<file path="config.mk">
export PLATFORM = sky130hd
export DESIGN_NAME = s444_bist_ctrl
export DESIGN_NICKNAME = d
export VERILOG_FILES = /design/src/rtl/s444_bist_pkg.sv /design/src/rtl/s444_bist_ctrl_misr.sv /design/src/rtl/s444_bist_ctrl.sv
export SDC_FILE = /design/constraint.sdc
export NUM_CORES = 1
export LEC_CHECK = 0
export BUFFER_PORTS_ARGS = -buffer_cell sky130_fd_sc_hd__buf_4
export CORE_ASPECT_RATIO = 1.75
export CORE_MARGIN = 2
export CORE_UTILIZATION = 51
export DETAILED_ROUTE_END_ITERATION = 12
export GPL_TIMING_DRIVEN = 0
export MAX_ROUTING_LAYER = met4
export PLACE_DENSITY = 0.78
export SLEW_MARGIN = 30
export SYNTH_ARGS = -nofsm -noshare
export SYNTH_HDL_FRONTEND = slang
export SYNTH_SLANG_ARGS = --single-unit
</file>
<file path="constraint.sdc">
create_clock -name CK -period 1.55 [get_ports CK]
set_input_delay 0.155 -clock CK [delete_from_list [all_inputs] [get_ports CK]]
set_output_delay 0.155 -clock CK [all_outputs]
set_load 0.02 [all_outputs]
</file>
<file path="src/rtl/s444_bist_pkg.sv">
// s444 logic-BIST shared types and constants.
// LFSR taps are x^8+x^6+x^5+x^4+1 in Fibonacci form; the MISR uses CRC-16-CCITT.
package s444_bist_pkg;

    typedef enum logic [2:0] {IDLE, INIT, RUN, DRAIN, DONE} state_t;

    localparam int MISR_W    = 16;
    localparam int CUT_IN_W  = 3;
    localparam int CUT_OUT_W = 6;
    localparam int LFSR_W    = 8;

    localparam logic [LFSR_W-1:0] LFSR_TAPS = 8'hB8;
    localparam logic [MISR_W-1:0] MISR_POLY = 16'h1021;

    function automatic logic [LFSR_W-1:0] lfsr_step(input logic [LFSR_W-1:0] l);
        return {l[LFSR_W-2:0], ^(l & LFSR_TAPS)};
    endfunction

endpackage

</file>
<file path="src/rtl/s444_bist_ctrl_misr.sv">
// Generic multiple-input signature register with sync clear and enable.
// upd is the unconditional next signature so callers can compare ahead of the edge.
module bist_misr #(
    parameter int          W    = 16,
    parameter int          IN_W = 6,
    parameter logic [W-1:0] POLY = 16'h1021
) (
    input  logic            clk,
    input  logic            rst,
    input  logic            clr,
    input  logic            en,
    input  logic [IN_W-1:0] din,
    output logic [W-1:0]    q,
    output logic [W-1:0]    upd
);

    assign upd = {q[W-2:0], 1'b0} ^ (q[W-1] ? POLY : '0) ^ W'(din);

    always_ff @(posedge clk or posedge rst) begin
        if (rst) begin
            q <= '0;
        end else if (clr) begin
            q <= '0;
        end else if (en) begin
            q <= upd;
        end
    end

endmodule

</file>
<file path="src/rtl/s444_bist_ctrl.sv">
// Logic-BIST sequencer for the s444 core: INIT, LFSR patterns, MISR compaction,
// then a golden-signature compare. Core inputs are registered to avoid glitches.
module s444_bist_ctrl
    import s444_bist_pkg::*;
#(
    parameter int                N_PAT     = 255,
    parameter int                INIT_CYC  = 4,
    parameter logic [LFSR_W-1:0] LFSR_SEED = 8'h01,
    parameter logic [MISR_W-1:0] GOLDEN    = 16'h0000
) (
    input  logic                 CK,
    input  logic                 RST,
    input  logic                 start,
    input  logic [CUT_OUT_W-1:0] cut_out,
    output logic                 bist_mode,
    output logic                 cut_g0,
    output logic                 cut_g1,
    output logic                 cut_g2,
    output logic                 busy,
    output logic                 done,
    output logic                 pass,
    output logic [MISR_W-1:0]    signature
);

    // The counter is shared by INIT and RUN, so it must hold the larger span.
    localparam int CNT_MAX = (N_PAT > INIT_CYC) ? N_PAT : INIT_CYC;
    localparam int CNT_W   = $clog2(CNT_MAX + 1);

    state_t              state, state_nxt;
    logic [CNT_W-1:0]    cnt, cnt_nxt;
    logic [LFSR_W-1:0]   lfsr, lfsr_nxt;
    logic                mode_nxt;
    logic [CUT_IN_W-1:0] pins, pins_nxt;
    logic                pass_nxt;
    logic                misr_clr, misr_en;
    logic [MISR_W-1:0]   misr_upd;

    bist_misr #(
        .W    (MISR_W),
        .IN_W (CUT_OUT_W),
        .POLY (MISR_POLY)
    ) u_misr (
        .clk (CK),
        .rst (RST),
        .clr (misr_clr),
        .en  (misr_en),
        .din (cut_out),
        .q   (signature),
        .upd (misr_upd)
    );

    assign {cut_g2, cut_g1, cut_g0} = pins;
    assign busy = (state == INIT) || (state == RUN) || (state == DRAIN);
    assign done = (state == DONE);

    always_comb begin
        state_nxt = state;
        cnt_nxt   = cnt;
        lfsr_nxt  = lfsr;
        mode_nxt  = bist_mode;
        pins_nxt  = pins;
        pass_nxt  = pass;
        misr_clr  = 1'b0;
        misr_en   = 1'b0;
        unique case (state)
            IDLE, DONE: begin
                if (start) begin
                    state_nxt = INIT;
                    cnt_nxt   = '0;
                    lfsr_nxt  = LFSR_SEED;
                    misr_clr  = 1'b1;
                    mode_nxt  = 1'b1;
                    pins_nxt  = 3'b001;
                    pass_nxt  = 1'b0;
                end
            end
            INIT: begin
                if (cnt == CNT_W'(INIT_CYC - 1)) begin
                    state_nxt = RUN;
                    cnt_nxt   = '0;
                    pins_nxt  = lfsr[CUT_IN_W-1:0];
                end else begin
                    cnt_nxt = cnt + CNT_W'(1);
                end
            end
            RUN: begin
                misr_en  = 1'b1;
                lfsr_nxt = lfsr_step(lfsr);
                if (cnt == CNT_W'(N_PAT - 1)) begin
                    state_nxt = DRAIN;
                end else begin
                    cnt_nxt  = cnt + CNT_W'(1);
                    pins_nxt = lfsr_nxt[CUT_IN_W-1:0];
                end
            end
            DRAIN: begin
                misr_en   = 1'b1;
                state_nxt = DONE;
                mode_nxt  = 1'b0;
                pins_nxt  = '0;
                pass_nxt  = (misr_upd == GOLDEN);
            end
            default: ;
        endcase
    end

    always_ff @(posedge CK or posedge RST) begin
        if (RST) begin
            state     <= IDLE;
            cnt       <= '0;
            lfsr      <= LFSR_SEED;
            bist_mode <= 1'b0;
            pins      <= '0;
            pass      <= 1'b0;
        end else begin
            state     <= state_nxt;
            cnt       <= cnt_nxt;
            lfsr      <= lfsr_nxt;
            bist_mode <= mode_nxt;
            pins      <= pins_nxt;
            pass      <= pass_nxt;
        end
    end

endmodule

</file>
==> results.txt, run 1 <==
Outcome: finished, violations left
Violated checks: negative setup slack
Via/cell ratio: 5.73
Mapped Area: 2100 µm²
Total grt overflow: 0
Synth cell count leaders: dfrtp_1, nand2_1, o21ai_0
Reg clk slew, reported paths: 0.08 ns
Post-synthesis cell type count: 49
Cell area power density: 1670 nW/µm²
#FFs+latches synth: 40
H-Tree Depth: 2
Ant diodes: 0
Leakage: 1.24 nW
Ranking of synthesized cells by area: dfrtp_1, nand2_1, xnor2_1
Net Count, Synth: 216
Post-route setup slack: -0.134 ns
Area after DPL: 2420 µm²
Critical path class: reg -> reg
Filler cell count: 270
Antenna Violating Nets Remaining: 0
Num CTS Buffers: 5
Total core area: 3900 µm²
Worst setup EP type: flip-flop
Die width: 52.5 µm
Achievable Freq: 594 MHz
Hold Path Class: in -> reg
Later-pin clock latency in the skew report: 0.30 ns
Max-cap check violation count: 0
Number of I/O pins: 32
Peak supply drop: 1.03 mV
Synth Instances: 205
Number of cells on the worst reg-to-reg path: 4
Crit-path cells: nor4_4 > nand3b_1 > a21oi_4 > mux2_4
Clk buf depth: 2
Worst R2R End: pins[1]
Final setup violation count: 11
Worst R2R Setup Slack: -0.13 ns
Synth top area share: 46.5%
Worst-path fanout max: 4
Vias in the first global route: 1,665
Reg-to-Reg Start: cnt[5]
Pre-antenna DRT Iters: 4
Layout area overhead: 32.5%
Pre-CTS setup slack: -0.204 ns
GP Congestion: 0.786
RSZ-0062 raised after global routing: true
DRT iter0 DRCs: 53
Cell Rows: 30
Clock root cell: clkbuf_8
Die area: 4670 µm²
Final net count: 273
Tot GR Track Use: 23.0%
Finished Layout Cells: 311
Largest net degree at the start of global routing: 31
Post-DP HPWL: 3.30 mm
Routed WL: 4.93 mm
Initial Util: 53.8%
Cell total after placement: 285
Most frequent cell after synthesis: dfrtp_1
Total clock sinks: 40
CTS tree: built
Yosys top cell by area: dfrtp_1
Worst slew margin: 67.5%
Hold path cells: 3
Post-synth EDFFs: 0
Max-slew violations: 0
WP data required: 1.73 ns
Final Hold Fails: 0
Post-Syn Area per Cell: 10.2 µm²
Arrival time at the worst endpoint: 1.86 ns
Vias: 1,782
Worst-path cell with the longest stage delay: dfrtp_2
Sequential share of the synthesized area: 47.7%
Asr flop ratio synth: 100%
Global-route wire length before repair: 7.69 mm
Layout cells sized above 1: 37.6%
Initial antenna violation count: 0
Hold Path Origin: cut_out[3]
Hold-critical path endpoint: u_misr.q[3]
Period utilization: 109%
Min Tclk post-route: 1.68 ns
Crit-path max cell delay: 0.46 ns
Final Skew: 0.00762 ns
Startpoint types: flip-flop
Routed length per placed instance: 15.8 µm
Commonest register cell after synthesis: dfrtp_1
Synth warn: 0
# port buffers: 31
Final Cell Area: 2780 µm²
Actual slew at the worst max-slew pin: 0.486 ns
Drt drc: 0
Die H: 88.9 µm
==> report_power, final <==
group          total (mW)  internal [mW]  leakage (nW)  switching [mW]
Combinational        2.43           1.16         0.678            1.28
Sequential           1.54           1.28         0.524           0.260
Clock               0.669          0.316        0.0422           0.353
Total                4.64           2.75          1.24            1.89
==> sequential cells by signal, indices dropped and copies added, names as in the netlist <==
register and count:
state 3, u_misr.q 16, pass 1, cnt 8
lfsr 8, bist_mode 1, pins 3
==> timing repair <==
item	CTS	global route
hold endpoints to repair	10	0
setup buffers	5	14
setup endpoints to repair	14	38
hold buffers	1	0
pin swaps	4	11
gates resized for setup	17	20
gates cloned	0	0
==> critical path: cells and delay by family (launching register included) <==
kind	cells	cell delay, ns
muxes	1	0.32
and+or+nand+nor	2	0.55
DFF	1	0.46
AOI/OAI and AO/OA	1	0.24
==> metal layers <==
metal  up-vias  routed length [µm]  track usage [%]
li1        842                   -                -
met1       885                1840             24.7
met2        38                2760             39.9
met3        17                 126             3.21
met4         0                 197             12.1
met5         -                   0                -
==> cell usage in the layout, fill, tap and decap left out, drive strengths merged, types with 2 or more instances in the layout <==
master,n
buf,56
dfrtp,39
nand2,32
o21ai,13
nor2,11
clkbuf,11
a21oi,10
xnor2,9
a22o,8
nand2b,8
o22ai,5
mux2i,5
nand3,5
nor3b,4
a22oi,4
nor4,4
inv,4
nand3b,3
mux2,3
nor3,2
xor2,2
nor2b,2
and2,2
and3,2
a21o,2
a211oi,2
nand4,2
a21boi,2
ha,2
==> cell families (layout without fill, tap and decap cells) <==
family / after synthesis / count (layout) / synth area share, %
DFF: 40 / 40 / 47.7
AOI/OAI and AO/OA: 50 / 50 / 16.6
and+or+nand+nor: 79 / 79 / 21.9
adders and majority gates: 2 / 2 / 1.19
muxes: 8 / 8 / 3.99
buffers and inverters: 15 / 73 / 3.99
xor gates and xnor gates: 11 / 11 / 4.59
==> cell type report <==
| type | count | area (µm²) | share of cell area [%] |
|---|---|---|---|
| Clock buffer | 7 | 76.3 | 2.74 |
| Buffer | 11 | 83.8 | 3.01 |
| Sequential cell | 40 | 1010 | 36.3 |
| Inverter | 4 | 17.5 | 0.630 |
| Multi-Input combinational cell | 150 | 1130 | 40.8 |
| Timing Repair Buffer | 50 | 394 | 14.2 |
| Clock inverter | 1 | 5.00 | 0.180 |
| Tap cell | 48 | 60.1 | 2.16 |
==> through the flow <==
step / util [%] / hold WS [ns] / power, mW / TNS [ns]
after floorplan: - / 0.345 / 2.81 / 0
after global placement: 61.4 / 0.466 / 3.29 / -3.28
after detailed placement: 61.9 / 0.108 / 3.35 / -1.32
after CTS: 67.3 / 0.163 / 4.25 / -0.746
after global routing: 71.3 / 0.201 / 4.92 / -1.59
final: 71.3 / 0.164 / 4.64 / -0.802
==> worst max-delay path by stage <==
stage / start / end / slack [ns] / cells after the start
finish: cnt[5] / pins[1] / -0.13 / 4
global route: cnt[0] / pins[1] / -0.19 / 5
CTS: cnt[1] / pins[0] / -0.17 / 5
detailed placement: cnt[1] / pins[0] / -0.20 / 5
global placement: cnt[5] / pins[0] / -0.16 / 4
floorplan: cnt[5] / pins[0] / 0.003 / 4
No activity file was read; power rests on OpenSTA's default activity.
==> run 2: changes to the inputs <==
--- a/config.mk
+++ b/config.mk
@@ -12,5 +12,4 @@
 export DETAILED_ROUTE_END_ITERATION = 12
 export GPL_TIMING_DRIVEN = 0
-export MAX_ROUTING_LAYER = met4
 export PLACE_DENSITY = 0.78
 export SLEW_MARGIN = 30
==> constraint.sdc (replaced) <==
create_clock -name CK -period 1.55 [get_ports CK]
set_input_delay 0.155 -clock CK [delete_from_list [all_inputs] [get_ports CK]]
set_output_delay 0.155 -clock CK [all_outputs]
set_load 0.05 [all_outputs]
==> run 2 against run 1 <==
- worst setup slack worse by 0.0032 ns
- combinational power rose by 6%
- the flow still finishes with violations (negative setup slack)
- sequential power about the same
- critical path type unchanged
- non-clock buffer count is 4 lower
- total power rose by 3.2%
- sequential share of layout area increased by 0.42 points
- largest cell class unchanged
- maximum frequency down 0.19%
- wire length is 3.8% lower
- clock power is essentially flat
==> results.txt, run 2 (synthesis results as in run 1) <==
Critical path class: reg -> reg (unchanged)
Hold Path Origin: cut_out[3] (unchanged)
Clock power share: 14.0% (was 14.4%)
Regs by FF count: u_misr.q x16, cnt x8, lfsr x8 (unchanged)
Net Sw Power: 2.11 mW (was 1.89 mW)
Top reg by flops: u_misr.q (unchanged)
Max-cap check violation count: 0 (unchanged)
Global-route wire length before repair: 7.66 mm (was 7.69 mm)
Final Hold Fails: 0 (unchanged)
Die width: 52.5 µm (unchanged)
Worst-path cell with the longest stage delay: dfrtp_2 (unchanged)
Later-pin clock latency in the skew report: 0.30 ns (about the same)
Leakage: 1.22 nW (was 1.24 nW)
Hold path cells: 3 (unchanged)
Commonest non-fill, non-tap cell in the layout: buf_4 (unchanged)
Reg-to-Reg Start: cnt[5] (unchanged)
Worst-path fanout max: 4 (unchanged)
Startpoint types: flip-flop (unchanged)
Cell area power density: 1740 nW/µm² (was 1670 nW/µm²)
Layout area overhead: 30.6% (was 32.5%)
Num CTS Buffers: 5 (unchanged)
Cell Int Power: 2.67 mW (was 2.75 mW)
Most frequent cells in the layout: buf_4, dfrtp_1, nand2_1, o21ai_0, xnor2_1 (unchanged)
Top Family by Delay on Critical Path: simple AND/OR/NAND/NOR gates (unchanged)
Crit-path max cell delay: 0.46 ns (about the same)
Initial Util: 53.8% (unchanged)
Ant diodes: 0 (unchanged)
Clk buf depth: 2 (unchanged)
Period utilization: 109% (about the same)
Peak supply drop: 1.02 mV (was 1.03 mV)
Total core area: 3900 µm² (unchanged)
Crit-path cells: nor4_4 > nand3b_1 > a21oi_4 > mux2_4 (unchanged)
H-Tree Depth: 2 (unchanged)
Number of cells on the worst reg-to-reg path: 4 (unchanged)
Net Sw Frac: 44.2% (was 40.7%)
RSZ-0062 raised after global routing: true (unchanged)
Largest register FFs: 16 (unchanged)
CTS tree: built (unchanged)
Die H: 88.9 µm (unchanged)
Post-route setup slack: -0.137 ns (was -0.134 ns)
Vias: 1,707 (was 1,782)
Logic pwr share: 54.0% (was 52.4%)
Post-DP HPWL: 3.30 mm (unchanged)
Reg clk slew, reported paths: 0.08 ns (about the same)
Worst setup EP type: flip-flop (unchanged)
Min Tclk post-route: 1.69 ns (was 1.68 ns)
Final setup violation count: 8 (was 11)
Routed WL: 4.74 mm (was 4.93 mm)
Buffers plus inverters on the worst setup path: 0 (unchanged)
Final net count: 269 (was 273)
Largest net degree at the start of global routing: 31 (unchanged)
Layout cells sized above 1: 36.7% (was 37.6%)
Tot GR Track Use: 22.3% (was 23.0%)
GP Congestion: 0.775 (was 0.786)
Hold-critical path endpoint: u_misr.q[3] (unchanged)
Via/cell ratio: 5.56 (was 5.73)
Total grt overflow: 0 (unchanged)
Worst slew margin: 66.7% (was 67.5%)
# port buffers: 31 (unchanged)
Violated checks: negative setup slack (unchanged)
GR Layer Usage met1: 24.3% (was 24.7%)
Vias in the first global route: 1,682 (was 1,665)
WHS: 0.165 ns (was 0.164 ns)
Actual slew at the worst max-slew pin: 0.497 ns (was 0.486 ns)
Share of power burned in registers: 32.0% (was 33.1%)
Worst R2R End: pins[0] (was pins[1])
Finished Core Util: 70.3% (was 71.3%)
Routed length per placed instance: 15.4 µm (was 15.8 µm)
Met3 Track Usage GR: 3.21% (unchanged)
Die area: 4670 µm² (unchanged)
Antenna Violating Nets Remaining: 0 (unchanged)
Worst R2R Setup Slack: -0.14 ns (was -0.13 ns)
Final Skew: 0.00738 ns (was 0.00762 ns)
Arrival time at the worst endpoint: 1.87 ns (was 1.86 ns)
Hold Path Class: in -> reg (unchanged)
DRT iter0 DRCs: 32 (was 53)
Most used routing layer: met2 (unchanged)
Outcome: finished, violations left (unchanged)
GR Layer Usage met2: 40.1% (was 39.9%)
Total clock sinks: 40 (unchanged)
WP data required: 1.73 ns (about the same)
Clock root cell: clkbuf_8 (unchanged)
Achievable Freq: 593 MHz (was 594 MHz)
Number of I/O pins: 32 (unchanged)
Pre-antenna DRT Iters: 4 (unchanged)
Max-slew violations: 0 (unchanged)
Drt drc: 0 (unchanged)
Cell Rows: 30 (unchanged)
Initial antenna violation count: 0 (unchanged)
run 2: cell types whose count changed in the layout (fill, tap and decap cells not counted), sizes merged:
cell / before / now
buf: 56 / 52
run 2: worst max path at each step:
stage	startpoint	end	slack (ns)	cells after the start
floorplan	cnt[5]	pins[0]	0.003	4
global placement	cnt[5]	pins[0]	-0.16	4
detailed placement	cnt[1]	pins[0]	-0.20	5
CTS	cnt[1]	pins[0]	-0.17	5
global route	cnt[5]	pins[1]	-0.20	4
finish	cnt[5]	pins[0]	-0.14	4
run 2: final cells by class:
class	instances	area [µm²]
Clock buffer	7	76.3
Multi-Input combinational cell	150	1130
Buffer	11	78.8
Sequential cell	40	1010
Clock inverter	1	5.00
Inverter	4	15.0
Fill cell	290	1160
Tap cell	48	60.1
Timing Repair Buffer	46	368
run 2: metal layers:
| metal | wire (µm) | vias up | part of all wire, % |
|---|---|---|---|
| met2 | 2680 | 28 | 56 |
| li1 | - | 830 | - |
| met3 | 114 | 12 | 2.4 |
| met1 | 1800 | 837 | 38 |
| met5 | 0 | - | 0 |
| met4 | 152 | 0 | 3.2 |
run 2: what timing repair did:
action / CTS / global route
pin swaps: 4 / 9
resized for setup: 17 / 18
setup endpoints to repair: 15 / 38
hold buffers: 1 / 0
hold endpoints to repair: 10 / 0
buffers inserted: 5 / 10
run 2: worst min-delay path: cells and delay by family:
| kind | cells | cell delay [ns] |
|---|---|---|
| compound gates | 1 | 0.07 |
| xor+xnor | 1 | 0.12 |
| buf+inv | 1 | 0.08 |
run 2: power groups by stage:
stage	logic [mW]	registers [mW]	clock network, mW
after detailed placement	2.11	1.53	0
after global placement	2.07	1.52	0
after floorplan	1.26	1.83	0
after global routing	2.78	1.56	0.729
final	2.58	1.53	0.670
after CTS	2.32	1.54	0.680
run 2: through the flow:
step,setup WS [ns],cell area [µm²],setup TNS [ns],cells,power (mW)
finish,-0.137,2740,-0.536,307,4.78
global route,-0.204,2740,-1.35,307,5.07
CTS,-0.166,2630,-0.816,299,4.55
global placement,-0.160,2400,-3.28,284,3.59
floorplan,0.00262,2100,0,205,3.09
detailed placement,-0.204,2420,-1.32,285,3.65
==> run 3: changes to the inputs <==
Settings changed: CORE_UTILIZATION 51 to 52, PLACE_DENSITY 0.78 to 0.76.
Clock period 1.55 ns to 2.1 ns, I/O delays scaled along.
==> run 3 against run 2 <==
- via count is 3.0% lower
- largest cell class unchanged
- register-to-register slack better by 0.33 ns
- sequential power fell by 27%
- the run now ends clean
- total power fell by 33%
- worst setup slack improved by 0.33 ns
==> results.txt, run 3 (synthesis results as in run 1) <==
Period utilization: 90.7% (was 109%)
Initial Util: 54.3% (was 53.8%)
Routed length per placed instance: 15.4 µm (about the same)
Final Cell Area: 2520 µm² (was 2740 µm²)
Layout area overhead: 20.2% (was 30.6%)
GP Congestion: 0.802 (was 0.775)
PostCTS Resize Cnt: 0 (was 17)
Cell total after placement: 285 (unchanged)
H-Tree Depth: 2 (unchanged)
Layout cells sized above 1: 25.2% (was 36.7%)
Final Skew: 0.00822 ns (was 0.00738 ns)
Setup TNS: 0 ns (was -0.536 ns)
Tot GR Track Use: 21.9% (was 22.3%)
Pre-antenna DRT Iters: 4 (unchanged)
Worst setup EP type: flip-flop (unchanged)
Die H: 88.1 µm (was 88.9 µm)
Clk buf depth: 2 (unchanged)
Final setup violation count: 0 (was 8)
Setup Fix Bufs, Post-CTS: 0 (was 5)
Area after DPL: 2420 µm² (about the same)
DRT iter0 DRCs: 30 (was 32)
Hold Path Class: in -> reg (unchanged)
Worst slew margin: 65.1% (was 66.7%)
Final Hold Fails: 0 (unchanged)
Pre-CTS setup slack: 0.212 ns (was -0.204 ns)
Arrival time at the worst endpoint: 2.08 ns (was 1.87 ns)
Largest net degree at the start of global routing: 22 (was 31)
Clock root cell: clkbuf_8 (unchanged)
Post-DP HPWL: 3.43 mm (was 3.30 mm)
Total clock sinks: 40 (unchanged)
Drt drc: 0 (unchanged)
Die width: 52.0 µm (was 52.5 µm)
CTS Hold Buffers Added: 1 (unchanged)
Achievable Freq: 525 MHz (was 593 MHz)
Initial antenna violation count: 0 (unchanged)
Cell Rows: 30 (unchanged)
Vias: 1,656 (was 1,707)
Max-cap check violation count: 0 (unchanged)
Via/cell ratio: 5.63 (was 5.56)
Antenna Violating Nets Remaining: 0 (unchanged)
Filler cell count: 338 (was 290)
RSZ-0062 raised after global routing: false (was true)
Startpoint types: flip-flop (unchanged)
Commonest non-fill, non-tap cell in the layout: dfrtp_1 (was buf_4)
Post-route setup slack: 0.195 ns (was -0.137 ns)
Peak supply drop: 0.817 mV (was 1.02 mV)
Area occupied by multi-input gates: 1010 µm² (was 1130 µm²)
Most frequent cells in the layout: dfrtp_1, buf_4, nand2_1, o21ai_0, nor2_1 (was buf_4, dfrtp_1, nand2_1, o21ai_0, xnor2_1)
Cell area power density: 1270 nW/µm² (was 1740 nW/µm²)
Leakage: 1.14 nW (was 1.22 nW)
Finished Layout Cells: 294 (was 307)
Actual slew at the worst max-slew pin: 0.521 ns (was 0.497 ns)
Regs by FF count: u_misr.q x16, cnt x8, lfsr x8 (unchanged)
Worst R2R Setup Slack: 0.20 ns (was -0.14 ns)
Later-pin clock latency in the skew report: 0.30 ns (about the same)
Top Family by Delay on Critical Path: simple AND/OR/NAND/NOR gates (unchanged)
CTS tree: built (unchanged)
Total grt overflow: 0 (unchanged)
WP data required: 2.27 ns (was 1.73 ns)
Global-route wire length before repair: 7.47 mm (was 7.66 mm)
Die area: 4580 µm² (was 4670 µm²)
Crit-path max cell delay: 0.42 ns (was 0.46 ns)
Reg clk slew, reported paths: 0.08 ns (about the same)
Min Tclk post-route: 1.90 ns (was 1.69 ns)
Worst-path fanout max: 5 (was 4)
Finished Core Util: 65.3% (was 70.3%)
Worst-path cell with the longest stage delay: dfrtp_1 (was dfrtp_2)
Critical path class: reg -> reg (unchanged)
Final net count: 256 (was 269)
Num CTS Buffers: 5 (unchanged)
Seq. cell area: 1000 µm² (was 1010 µm²)
Max-slew violations: 0 (unchanged)
Ant diodes: 0 (unchanged)
Routed WL: 4.53 mm (was 4.74 mm)
# port buffers: 31 (unchanged)
Buffers plus inverters on the worst setup path: 0 (unchanged)
Vias in the first global route: 1,655 (was 1,682)
Number of I/O pins: 32 (unchanged)
Crit-path cells: ha_1 > nor3b_1 > nand3b_1 > a21oi_2 > mux2_1 (was nor4_4 > nand3b_1 > a21oi_4 > mux2_4)
Total core area: 3870 µm² (was 3900 µm²)
Top reg by flops: u_misr.q (unchanged)
Largest register FFs: 16 (unchanged)
Outcome: complete, no violations (was finished, violations left)
run 3: cell count changes in the layout (fill, tap and decap cells not counted), moves of 2 or more:
cell,previous run,this run
mux2_1,0,3
buf_4,47,33
clkbuf_2,2,0
dfrtp_1,35,39
dfrtp_2,4,0
mux2_4,3,0
a211oi_1,0,2
nor2_1,8,10
ha_1,0,2
nor2_2,3,1
nor3b_4,4,1
a211oi_2,2,0
buf_2,1,4
nor3b_2,0,2
run 3: final cells by class:
class                           count  share of cell area (%)
Clock inverter                      1                   0.297
Timing Repair Buffer               33                    10.7
Tap cell                           48                    2.38
Inverter                            4                   0.595
Clock buffer                        7                    3.42
Sequential cell                    40                    39.7
Buffer                             11                    2.73
Multi-Input combinational cell    150                    40.2
run 3: final timing paths:
path / startpoint / endpoint / cells after the start
max: cnt[1] / pins[2] / 5
min: cut_out[0] / u_misr.q[0] / 3
max reg2reg: cnt[1] / pins[2] / 5
min reg2reg: pins[0] / pins[0] / 1
max in group asynchronous: RST / state[0] / 4
min in group asynchronous: RST / u_misr.q[8] / 3
run 3: metrics by stage:
| stage | hold slack [ns] | power (mW) |
|---|---|---|
| after floorplan | 0.400 | 2.28 |
| after global placement | 0.464 | 2.64 |
| after detailed placement | 0.265 | 2.69 |
| after CTS | 0.206 | 3.24 |
| after global routing | 0.236 | 3.42 |
| final | 0.208 | 3.21 |
run 3: power by group:
part / total, mW / internal [mW] / switching (mW)
Clock: 0.532 / 0.267 / 0.265
Sequential: 1.11 / 0.936 / 0.179
Combinational: 1.56 / 0.571 / 0.987
run 3: metal layers:
layer	track usage (%)	share of wire [%]	wire length [µm]	up-vias
met4	9.81	2.1	97	0
met2	41.0	58	2600	30
met3	4.78	2.7	120	9
li1	-	-	-	805
met5	0	0	0	-
met1	22.3	38	1700	812
run 3: worst register-to-register path, delay by kind of cell, from the launching register on:
family,cells,cell delay [ns]
AOI/OAI and AO/OA,1,0.28
adders and majority gates,1,0.21
DFF,1,0.42
muxes,1,0.35
and+or+nand+nor,2,0.53
